`config.mk`:
```
export PLATFORM = sky130hd
export DESIGN_NAME = cache_req_arbiter
export DESIGN_NICKNAME = d
export VERILOG_FILES = /design/src/rtl/cache_req_arbiter.sv
export SDC_FILE = /design/constraint.sdc
export NUM_CORES = 1
export LEC_CHECK = 0
export ABC_AREA = 1
export CORE_UTILIZATION = 40
export CTS_CLUSTER_SIZE = 8
export DETAILED_ROUTE_END_ITERATION = 7
export HOLD_SLACK_MARGIN = 0.1
export PLACE_DENSITY = 0.8
export REMOVE_ABC_BUFFERS = 1
export SYNTH_ARGS = -nofsm -noshare
export SYNTH_HDL_FRONTEND = slang
export SYNTH_SLANG_ARGS = --single-unit
export TNS_END_PERCENT = 20
```
`constraint.sdc`:
```
create_clock -name clk -period 1.9 [get_ports clk]
set_input_delay 0.38 -clock clk [delete_from_list [all_inputs] [get_ports clk]]
set_output_delay 0.38 -clock clk [all_outputs]
set_load 0.01 [all_outputs]
```
`src/rtl/cache_req_arbiter.sv`:
```
// cache_req_arbiter: two-requester round-robin front end for a single
// fully associative byte cache with a registered lookup port.
// One request is in flight at a time: IDLE -> ISSUE -> CHECK -> (MISS_WAIT) -> RESP.
// Optional build macro CACHE_ARB_STATS_EN adds saturating hit/miss counters.
module cache_req_arbiter #(
    parameter int ADDR_WIDTH   = 32,
    parameter int MISS_PENALTY = 4
) (
    input  logic                  clk,
    input  logic                  reset,
    input  logic [1:0]            req_valid,
    input  logic [1:0]            req_wr,
    input  logic [ADDR_WIDTH-1:0] req_addr0,
    input  logic [ADDR_WIDTH-1:0] req_addr1,
    input  logic [7:0]            req_wdata0,
    input  logic [7:0]            req_wdata1,
    output logic [1:0]            req_ready,
    output logic [1:0]            resp_valid,
    output logic [7:0]            resp_rdata,
    output logic                  resp_hit,
    output logic [ADDR_WIDTH-1:0] cache_addr,
    output logic [7:0]            cache_wr_data,
    output logic                  cache_wr_en,
    input  logic                  cache_hit,
    input  logic                  cache_miss,
    input  logic [7:0]            cache_rd_data
`ifdef CACHE_ARB_STATS_EN
    ,
    output logic [15:0]           hit_count,
    output logic [15:0]           miss_count
`endif
);

    localparam int CW = $clog2(MISS_PENALTY + 1);

    typedef enum logic [2:0] {
        ST_IDLE      = 3'd0,
        ST_ISSUE     = 3'd1,
        ST_CHECK     = 3'd2,
        ST_MISS_WAIT = 3'd3,
        ST_RESP      = 3'd4
    } state_t;

    state_t                state_q, state_d;
    logic [CW-1:0]         cnt_q, cnt_d;
    logic                  last_grant_q, last_grant_d;
    logic                  owner_q, owner_d;
    logic                  wr_q, wr_d;
    logic [1:0]            resp_valid_q, resp_valid_d;
    logic [7:0]            resp_rdata_q, resp_rdata_d;
    logic                  resp_hit_q, resp_hit_d;
    logic [ADDR_WIDTH-1:0] cache_addr_q, cache_addr_d;
    logic [7:0]            cache_wr_data_q, cache_wr_data_d;
    logic                  cache_wr_en_q, cache_wr_en_d;
    logic [1:0]            grant_s;
    logic                  accept_s;
    logic                  sel_s;
    logic                  hit_s;

    // A lookup counts as a hit only when the cache flags agree.
    assign hit_s    = cache_hit & ~cache_miss;
    assign accept_s = |grant_s;
    assign sel_s    = grant_s[1];

    // State register.
    always_ff @(posedge clk or negedge reset) begin
        if (!reset) begin
            state_q <= ST_IDLE;
        end else begin
            state_q <= state_d;
        end
    end

    // Next-state logic and miss-penalty counter.
    always_comb begin
        state_d = state_q;
        cnt_d   = cnt_q;
        case (state_q)
            ST_IDLE: begin
                if (accept_s) begin
                    state_d = ST_ISSUE;
                end else begin
                    state_d = ST_IDLE;
                end
            end
            ST_ISSUE: begin
                state_d = ST_CHECK;
            end
            ST_CHECK: begin
                if (hit_s) begin
                    state_d = ST_RESP;
                end else begin
                    state_d = ST_MISS_WAIT;
                    cnt_d   = CW'(MISS_PENALTY);
                end
            end
            ST_MISS_WAIT: begin
                if (cnt_q <= CW'(1)) begin
                    state_d = ST_RESP;
                end else begin
                    cnt_d = cnt_q - CW'(1);
                end
            end
            ST_RESP: begin
                state_d = ST_IDLE;
            end
            default: begin
                state_d = ST_IDLE;
            end
        endcase
    end

    // Output logic: combinational grant plus next values of registered outputs.
    always_comb begin
        grant_s         = 2'b00;
        last_grant_d    = last_grant_q;
        owner_d         = owner_q;
        wr_d            = wr_q;
        resp_valid_d    = 2'b00;
        resp_rdata_d    = resp_rdata_q;
        resp_hit_d      = resp_hit_q;
        cache_addr_d    = cache_addr_q;
        cache_wr_data_d = cache_wr_data_q;
        cache_wr_en_d   = 1'b0;
        if (reset && (state_q == ST_IDLE)) begin
            case (req_valid)
                2'b01:   grant_s = 2'b01;
                2'b10:   grant_s = 2'b10;
                2'b11:   grant_s = last_grant_q ? 2'b01 : 2'b10;
                default: grant_s = 2'b00;
            endcase
        end else begin
            grant_s = 2'b00;
        end
        case (state_q)
            ST_IDLE: begin
                if (accept_s) begin
                    owner_d         = sel_s;
                    last_grant_d    = sel_s;
                    wr_d            = req_wr[sel_s];
                    cache_addr_d    = sel_s ? req_addr1 : req_addr0;
                    cache_wr_data_d = sel_s ? req_wdata1 : req_wdata0;
                    cache_wr_en_d   = req_wr[sel_s];
                end else begin
                    cache_wr_en_d   = 1'b0;
                end
            end
            ST_CHECK: begin
                resp_hit_d = hit_s;
                if (hit_s && !wr_q) begin
                    resp_rdata_d = cache_rd_data;
                end else begin
                    resp_rdata_d = 8'h00;
                end
                if (hit_s) begin
                    resp_valid_d = owner_q ? 2'b10 : 2'b01;
                end else begin
                    resp_valid_d = 2'b00;
                end
            end
            ST_MISS_WAIT: begin
                if (cnt_q <= CW'(1)) begin
                    resp_valid_d = owner_q ? 2'b10 : 2'b01;
                end else begin
                    resp_valid_d = 2'b00;
                end
            end
            default: begin
                resp_valid_d = 2'b00;
            end
        endcase
        req_ready = grant_s;
    end

    // Datapath and registered-output storage.
    always_ff @(posedge clk or negedge reset) begin
        if (!reset) begin
            cnt_q           <= '0;
            last_grant_q    <= 1'b1;
            owner_q         <= 1'b0;
            wr_q            <= 1'b0;
            resp_valid_q    <= 2'b00;
            resp_rdata_q    <= 8'h00;
            resp_hit_q      <= 1'b0;
            cache_addr_q    <= '0;
            cache_wr_data_q <= 8'h00;
            cache_wr_en_q   <= 1'b0;
        end else begin
            cnt_q           <= cnt_d;
            last_grant_q    <= last_grant_d;
            owner_q         <= owner_d;
            wr_q            <= wr_d;
            resp_valid_q    <= resp_valid_d;
            resp_rdata_q    <= resp_rdata_d;
            resp_hit_q      <= resp_hit_d;
            cache_addr_q    <= cache_addr_d;
            cache_wr_data_q <= cache_wr_data_d;
            cache_wr_en_q   <= cache_wr_en_d;
        end
    end

    assign resp_valid    = resp_valid_q;
    assign resp_rdata    = resp_rdata_q;
    assign resp_hit      = resp_hit_q;
    assign cache_addr    = cache_addr_q;
    assign cache_wr_data = cache_wr_data_q;
    assign cache_wr_en   = cache_wr_en_q;

`ifdef CACHE_ARB_STATS_EN
    logic [15:0] hit_cnt_q;
    logic [15:0] miss_cnt_q;

    // Saturating hit/miss statistics, updated once per lookup in CHECK.
    always_ff @(posedge clk or negedge reset) begin
        if (!reset) begin
            hit_cnt_q  <= 16'h0000;
            miss_cnt_q <= 16'h0000;
        end else if (state_q == ST_CHECK) begin
            if (hit_s) begin
                if (hit_cnt_q != 16'hFFFF) begin
                    hit_cnt_q <= hit_cnt_q + 16'h0001;
                end
            end else begin
                if (miss_cnt_q != 16'hFFFF) begin
                    miss_cnt_q <= miss_cnt_q + 16'h0001;
                end
            end
        end
    end

    assign hit_count  = hit_cnt_q;
    assign miss_count = miss_cnt_q;
`endif

endmodule
```
# After elaboration in Yosys (flattened, before gate mapping)
# Cells that the tools add are included.
[op_classes] addsub=1 multipliers=0 div=0 magnitude_cmp=2 n_eq_ne=9 shifts=0 muxes=21 bitwise_logic=2 n_reduce_logical=8
[op_table] operator="$mux 32" count=1
[op_table] operator="$mux 8" count=2
[op_table] operator="$mux 3" count=4
[op_table] operator="$pmux 3 s4" count=1
[op_table] operator="$mux 2" count=5
[op_table] operator="$eq 3x2->1 const B" count=2
[op_table] operator="$ne 2x2->1 const B" count=3
[op_table] operator="$pmux 2 s3" count=1
[op_table] operator="$pmux 3 s2" count=1
[op_table] operator="$mux 1" count=5
[op_table] operator="$eq 2x2->1 const B" count=2
[op_table] operator="$pmux 2 s2" count=1
[op_table] operator="$eq 3x1->1 const B" count=1
[op_table] operator="$le 3x1->1 const B" count=1
[op_table] operator="$logic_not 3->1" count=1
[op_table] operator="$reduce_and 3->1" count=1
[op_table] operator="$sub 3x1->3 const B" count=1
[op_table] operator="$eq 2x1->1 const B" count=1
[op_table] operator="$logic_and 1x1->1" count=2
[op_table] operator="$lt 1x2->1 const B" count=1
[op_table] operator="$reduce_and 2->1" count=1
[op_table] operator="$reduce_bool 2->1" count=1
[op_table] operator="$reduce_or 2->1" count=1
[op_table] operator="$and 1x1->1" count=1
[op_table] operator="2 further kinds" count=2
[totals] regBits=61 latchBits=0 ram_bits=0 romBits=0 input_bits=96 out_inout_bits=54 word_cells=54 n_memories=0

# Longest topological paths before layout
# Gate-level depths: netlist (run 1).
[depth] ltp_word=7 mapped_depth=9 ltp_nobuf=8

# Least setup slack after synthesis (run 1)
# Ideal clock, no wire load.
[synth_timing] kind="register -> output" start="register state_q[0]" end="output req_ready[1]" arrival_time_ns=1.069 required_ns=1.520 path_slack_ns=0.451 path_stages_with_launch=7 n_path_buf=1 cell_sequence="dfrtp_1 -> inv_2 -> nand2_1 -> nor2_4 -> nand2_2 -> buf_2 -> inv_1"
[synth_via] elab_chain_len=3
[synth_rtl] element="start, declared" line="44" rtl="state_t state_q, state_d;"
[synth_rtl] element="start signal, assigned" line="70" rtl="state_q <= state_d;"
[synth_rtl] element="$logic_not 3->1" line="125" rtl="if (reset && (state_q == ST_IDLE)) begin"
[synth_rtl] element="$logic_and 1x1->1" line="125"
[synth_rtl] element="$mux 2" line="125"
[synth_rtl] element="end, declared" line="17" rtl="output logic [1:0] req_ready,"
# No other way between the ends.

# Final worst setup path (run 1)
[layout_timing] start="input req_valid[0]" end="output req_ready[0]"
[layout_via] elab_chain_len=3
[layout_rtl] element="start, declared" line="11" rtl="input logic [1:0] req_valid,"
[layout_rtl] element="$eq 2x2->1 or $eq 2x1->1 (tied branches)" line="126" rtl="case (req_valid)"
[layout_rtl] element="$pmux 2 s3 *" line="126"
[layout_rtl] element="$mux 2 *" line="125"
# Every way passes the cells marked *; elsewhere a longest branch is shown, timed or not.

==> results.sh, run 1 <==
export IMPL_status="complete, no violations"
export IMPL_die_w_um=88.88
export IMPL_ir_drop_mv=0.4585
export IMPL_yosys_warnings=0
export IMPL_via_per_inst=4.683
export IMPL_seq_area_um2=1528
export IMPL_ant_nets=0
export IMPL_critical_path_startpoint="req_valid[0]"
export IMPL_gp_congestion=0.7787
export IMPL_vias=3128
export IMPL_synth_edf_count=0
export IMPL_cp_cell_sequence="clkdlybuf4s50_1 -> a21boi_1 -> nand2_1 -> inv_1 -> clkbuf_2"
export IMPL_clkTransAtPathRegs_ps=70
export IMPL_synth_area_per_cell_um2=7.382
export IMPL_grt_pass1_vias=2903
export IMPL_pre_cts_ws_ps=-254.1
export IMPL_dp_hpwl_mm=6.254
export IMPL_wirelength_mm=8.232
export IMPL_cp_required_ps=1520
export IMPL_synth_yosys_seq_area_share=0.5060
export IMPL_synth_area_um2=3019
export IMPL_start_kind="input port"
export IMPL_syn2layout_area_growth_pct=59.47
export IMPL_tns_ps=0
export IMPL_leakagePower_nw=2.483
export IMPL_clock_skew_ps=6.558
export IMPL_die_h_um=88.88
export IMPL_start_util=0.4140
export IMPL_instances_no_fill=668
export IMPL_critPathKind="input port to output pin"
export IMPL_critPathMaxFanout=2
export IMPL_h_tree_depth=3
export IMPL_rsz0062_at_grt="false"
export IMPL_cts_buffers=9
export IMPL_dpl_instance_area_um2=4653
export IMPL_slew_headroom=0.5083
export IMPL_coreArea_um2=7292
export IMPL_post_cts_buffers=0
export IMPL_max_stage_delay_ps=530
export IMPL_crit_slowest_cell="clkdlybuf4s50_1"
export IMPL_finalInstanceArea_um2=4815
export IMPL_drt_iter0_drc=84
export IMPL_cts_tree="done"
export IMPL_max_freq_mhz=571.3
export IMPL_clk_path_buf_depth=2
export IMPL_hold_class="input port to asynchronous set/reset pin"
export IMPL_finalHoldViolations=0
export IMPL_cts_root_buf="clkbuf_8"
export IMPL_netlist_instances=409
export IMPL_setup_viol=0
export IMPL_clk_latency_ps=330
export IMPL_drive_above_1_share=0.07030
export IMPL_grt_antenna_before_repair=0
export IMPL_end_kind="output pin"
export IMPL_ys_seq_elements=61
export IMPL_grt_overflow=0
export IMPL_final_period_utilization=0.9213
export IMPL_tightestPinTransition_ps=737.6
export IMPL_grt_use_total=0.2216
export IMPL_cts_sinks=61
export IMPL_yosysUniqueCellTypes=24
export IMPL_synthArstFlopShare=1.000
export IMPL_setup_ws_ps=149.5
export IMPL_pin_count=150
export IMPL_whs_ps=237.0
export IMPL_routedWlPerCell_um=12.32
export IMPL_final_common_cell="nand2_1"
export IMPL_die_area_um2=7900
export IMPL_worstPathArrival_ps=1370
export IMPL_r2r_start="state_q[0]"
export IMPL_ys_flop_type="dfrtp_1"
export IMPL_dr_pass1_iters=4
export IMPL_slew_violations=0
export IMPL_final_cell_mix="nand2_1 (234), clkdlybuf4s50_1 (146), dfrtp_1 (60), nand3_1 (52), inv_1 (15)"
export IMPL_multi_input_comb_area_um2=1303
export IMPL_nets=662
export IMPL_antenna_diode_count=0
export IMPL_drv_cap=0
export IMPL_portBuffers=149
export IMPL_nFillCells=645
export IMPL_grt_max_degree=62
export IMPL_drc=0
export IMPL_fin_crit_ps=1750
export IMPL_pwr_density_cell_nw_per_um2=1320
export IMPL_place_inst=652
export IMPL_grt_pass1_wl_mm=13.19
export IMPL_rows=31
## kinds of logic (layout without fill, tap and decap cells)
logic type / Yosys count / in the layout / share of synthesized area
and+or+nand+nor: 297 / 297 / 0.3995
DFF: 61 / 61 / 0.5060
buffers and inverters: 39 / 199 / 0.06506
AOI/OAI and AO/OA: 10 / 10 / 0.02114
adders and majority gates: 2 / 2 / 0.008287
## through the flow
step	util	total power, mW
3_3_place_gp	0.6381	5.296
3_5_place_dp	0.6381	5.408
5_1_grt	0.6603	6.867
2_1_floorplan	-	3.597
4_1_cts	0.6613	6.442
6_report	0.6603	6.357
## synthesized netlist by cell type (2+ instances only)
master,number,share of area
inv_2,3,0.0037
ha_1,2,0.0083
buf_6,4,0.015
inv_1,15,0.019
nand2_1,234,0.29
a21oi_1,2,0.0033
nand3_1,52,0.086
nor2_1,5,0.0062
buf_2,13,0.022
dfrtp_1,60,0.50
clkbuf_1,3,0.0037
o21ai_0,4,0.0066
## cell type report
class,count,share of cell area
tap,99,0.02573
inverter,18,0.01403
multi-input combinational,309,0.2705
timing repair buffer,165,0.3368
clock inverter,1,0.001040
sequential,61,0.3173
clock buffer,15,0.03456
## worst paths after layout
kind	to	slack, ps	cells after the start
worst max-delay path	req_ready[0]	150	5
worst min-delay path	cache_addr[18]	240	2
worst max register to register	cache_addr[2]	230	10
worst min register to register	resp_valid[0]	420	1
max in group asynchronous	cache_addr[9]	1190	2
min in group clk	resp_valid[0]	420	1
## routing by layer
layer  GRT usage  share of wire
met3     0.07649          0.080
met1      0.2629           0.42
met5           0              0
met4     0.06452         0.0091
met2      0.3804           0.49
## worst max-delay path, delay by kind of cell
kind / cells / cell delay, ps
buffers and inverters: 3 / 740
AND/OR/NAND/NOR: 1 / 80
AO/OA/AOI/OAI: 1 / 170
## sequential cells by signal (all words and copies together) (netlist names)
signal         cells
cache_addr        32
cache_wr_data      8
resp_rdata         8
cnt_q              3
state_q            3
resp_valid         2
cache_wr_en        1
last_grant_q       1
owner_q            1
resp_hit           1
wr_q               1
## repair_timing
action	CTS	global route
hold buffers	0	0
resized for setup	2	4
cloned	0	0
setup endpoints to repair	2	2
## power by group
group	internal, mW	total [mW]	switching, mW
sequential	1.89	2.21	0.319
clock	0.545	1.01	0.464
combinational	1.59	3.14	1.55
total	4.03	6.36	2.33
No activity file was read; power rests on OpenSTA's default activity.
==> inputs of run 2 (changes only) <==
- CORE_UTILIZATION: 40 -> 44
- PLACE_DENSITY: 0.8 -> 0.87
- clock period: 1.9 -> 2.22 ns (I/O delays scaled with it)
==> run 2 against run 1 <==
The run now ends with DRC left. Register-to-register slack better by 170 ps. First-iteration DRC count is 40% higher. Critical path depth stayed put. Die area is 8.9% lower. Global-route usage is 2.1 points higher. Critical path type unchanged. Largest cell class unchanged. Largest power group unchanged. Highest routed layer unchanged.
==> results.sh, run 2 (synthesis results as in run 1) <==
export IMPL_status="finished with violations"
export IMPL_dp_hpwl_mm=6.017
export IMPL_max_stage_delay_ps=480
export IMPL_use_met2=0.4383
export IMPL_tightestPinTransition_ps=761.8
export IMPL_final_cell_mix="nand2_1 (234), clkdlybuf4s50_1 (146), dfrtp_1 (60), nand3_1 (52), inv_1 (15)"
export IMPL_die_area_um2=7197
export IMPL_critPathMaxFanout=3
export IMPL_h_tree_depth=3
export IMPL_hold_class="input port to asynchronous set/reset pin"
export IMPL_drt_iter0_drc=118
export IMPL_busiest_layer="met2"
export IMPL_finalPower_mw=5.328
export IMPL_pre_cts_ws_ps=-73.03
export IMPL_die_h_um=84.84
export IMPL_grtUsageMet3=0.06226
export IMPL_end_kind="output pin"
export IMPL_cp_required_ps=1780
export IMPL_setup_ws_ps=203.0
export IMPL_start_kind="input port"
export IMPL_nFillCells=522
export IMPL_max_freq_mhz=495.8
export IMPL_slew_violations=0
export IMPL_leakagePower_nw=2.448
export IMPL_grtUsageMet1=0.2795
export IMPL_ir_drop_mv=0.4753
export IMPL_cts_sinks=61
export IMPL_violations="DRC"
export IMPL_multi_input_comb_area_um2=1303
export IMPL_routedWlPerCell_um=13.01
export IMPL_critPathKind="input port to output pin"
export IMPL_wirelength_mm=8.328
export IMPL_grt_max_degree=62
export IMPL_setup_viol=0
export IMPL_grt_pass1_vias=3082
export IMPL_cts_root_buf="clkbuf_8"
export IMPL_die_w_um=84.84
export IMPL_start_util=0.4648
export IMPL_grt_use_total=0.2428
export IMPL_cp_buffers_inverters=3
export IMPL_final_period_utilization=0.9086
export IMPL_clk_path_buf_depth=2
export IMPL_largest_reg_flops=32
export IMPL_seq_area_um2=1528
export IMPL_fin_crit_ps=2017
export IMPL_pwr_density_cell_nw_per_um2=1130
export IMPL_drc=10
export IMPL_clkTransAtPathRegs_ps=60
export IMPL_rsz0062_at_grt="false"
export IMPL_finalHoldViolations=0
export IMPL_cts_buffers=9
export IMPL_pin_count=150
export IMPL_rows=29
export IMPL_drv_cap=0
export IMPL_nets=656
export IMPL_ant_nets=0
export IMPL_clk_latency_ps=320
export IMPL_gp_congestion=0.7778
export IMPL_clock_skew_ps=8.291
export IMPL_via_per_inst=4.858
export IMPL_final_common_cell="nand2_1"
export IMPL_grt_pass1_wl_mm=13.75
export IMPL_cp_cell_sequence="clkdlybuf4s50_1 -> a21boi_4 -> nand2_2 -> inv_1 -> dlygate4sd2_1"
export IMPL_grt_antenna_before_repair=0
export IMPL_slew_headroom=0.4921
export IMPL_drive_above_1_share=0.05861
export IMPL_portBuffers=149
export IMPL_antenna_diode_count=0
export IMPL_cts_tree="done"
export IMPL_coreArea_um2=6495
export IMPL_crit_slowest_cell="clkdlybuf4s50_1"
export IMPL_worstPathArrival_ps=1570
export IMPL_grt_overflow=0
export IMPL_ff2ff_setup_slack_ps=400
export IMPL_cpLargestDelayFamily="buffers and inverters"
export IMPL_dr_pass1_iters=8
export IMPL_syn2layout_area_growth_pct=56.24
export IMPL_vias=3109
run 2: worst register-to-register path: stages (launching register included):
cell	delay [ps]
dfstp_2	560
a21boi_4	60
nand2_2	100
buf_4	200
nand2_4	70
inv_2	500
nand2_1	150
nand2_1	110
run 2: path summary, 6_finish.rpt:
kind	from	end	depth (start not counted)
min in group clk	owner_q	resp_valid[0]	1
max in group asynchronous	reset	cache_addr[0]	2
worst min register to register	owner_q	resp_valid[0]	1
worst max register to register	last_grant_q	wr_q	7
worst max-delay path	req_valid[1]	req_ready[1]	5
worst min-delay path	reset	resp_rdata[3]	2
run 2: report_power, final:
group / internal (mW) / switching [mW]
logic: 1.29 / 1.32
registers: 1.62 / 0.272
clock network: 0.431 / 0.396
run 2: stage by stage:
step | setup TNS (ps) | util | cells | hold slack [ps] | instance area [um2]
global route | 0 | 0.7263 | 640 | 375.8 | 4717
finish | 0 | 0.7263 | 640 | 304.1 | 4717
global placement | -100.7 | 0.7014 | 624 | 410.6 | 4556
CTS | 0 | 0.7263 | 640 | 326.1 | 4717
detailed placement | -254.5 | 0.7014 | 624 | 416.9 | 4556
floorplan | -36480 | - | 388 | 148.4 | 2890
run 2: what timing repair did:
action / CTS / global route
hold buffers: 0 / 0
buffers inserted: 0 / 0
resized for setup: 2 / 0
endpoints found under the setup margin: 2 / 0
run 2: routing by layer:
| metal | share of wire | routed length [um] |
|---|---|---|
| met5 | 0 | 0 |
| met4 | 0.012 | 100 |
| met3 | 0.069 | 572 |
| met2 | 0.52 | 4325 |
| met1 | 0.40 | 3330 |
run 2: layout make-up:
cell class / instances / share of cell area
timing repair buffer: 159 / 0.3305
sequential: 61 / 0.3239
multi-input combinational: 309 / 0.2761
clock buffer: 13 / 0.03157
tap: 77 / 0.02042
inverter: 18 / 0.01432
clock inverter: 3 / 0.003183
==> inputs of run 3 (changes only) <==
- ABC_CLOCK_PERIOD_IN_PS: not set -> 2220
==> results of run 3 <==
Final layout, timing and power as in run 2 (identical DEF).
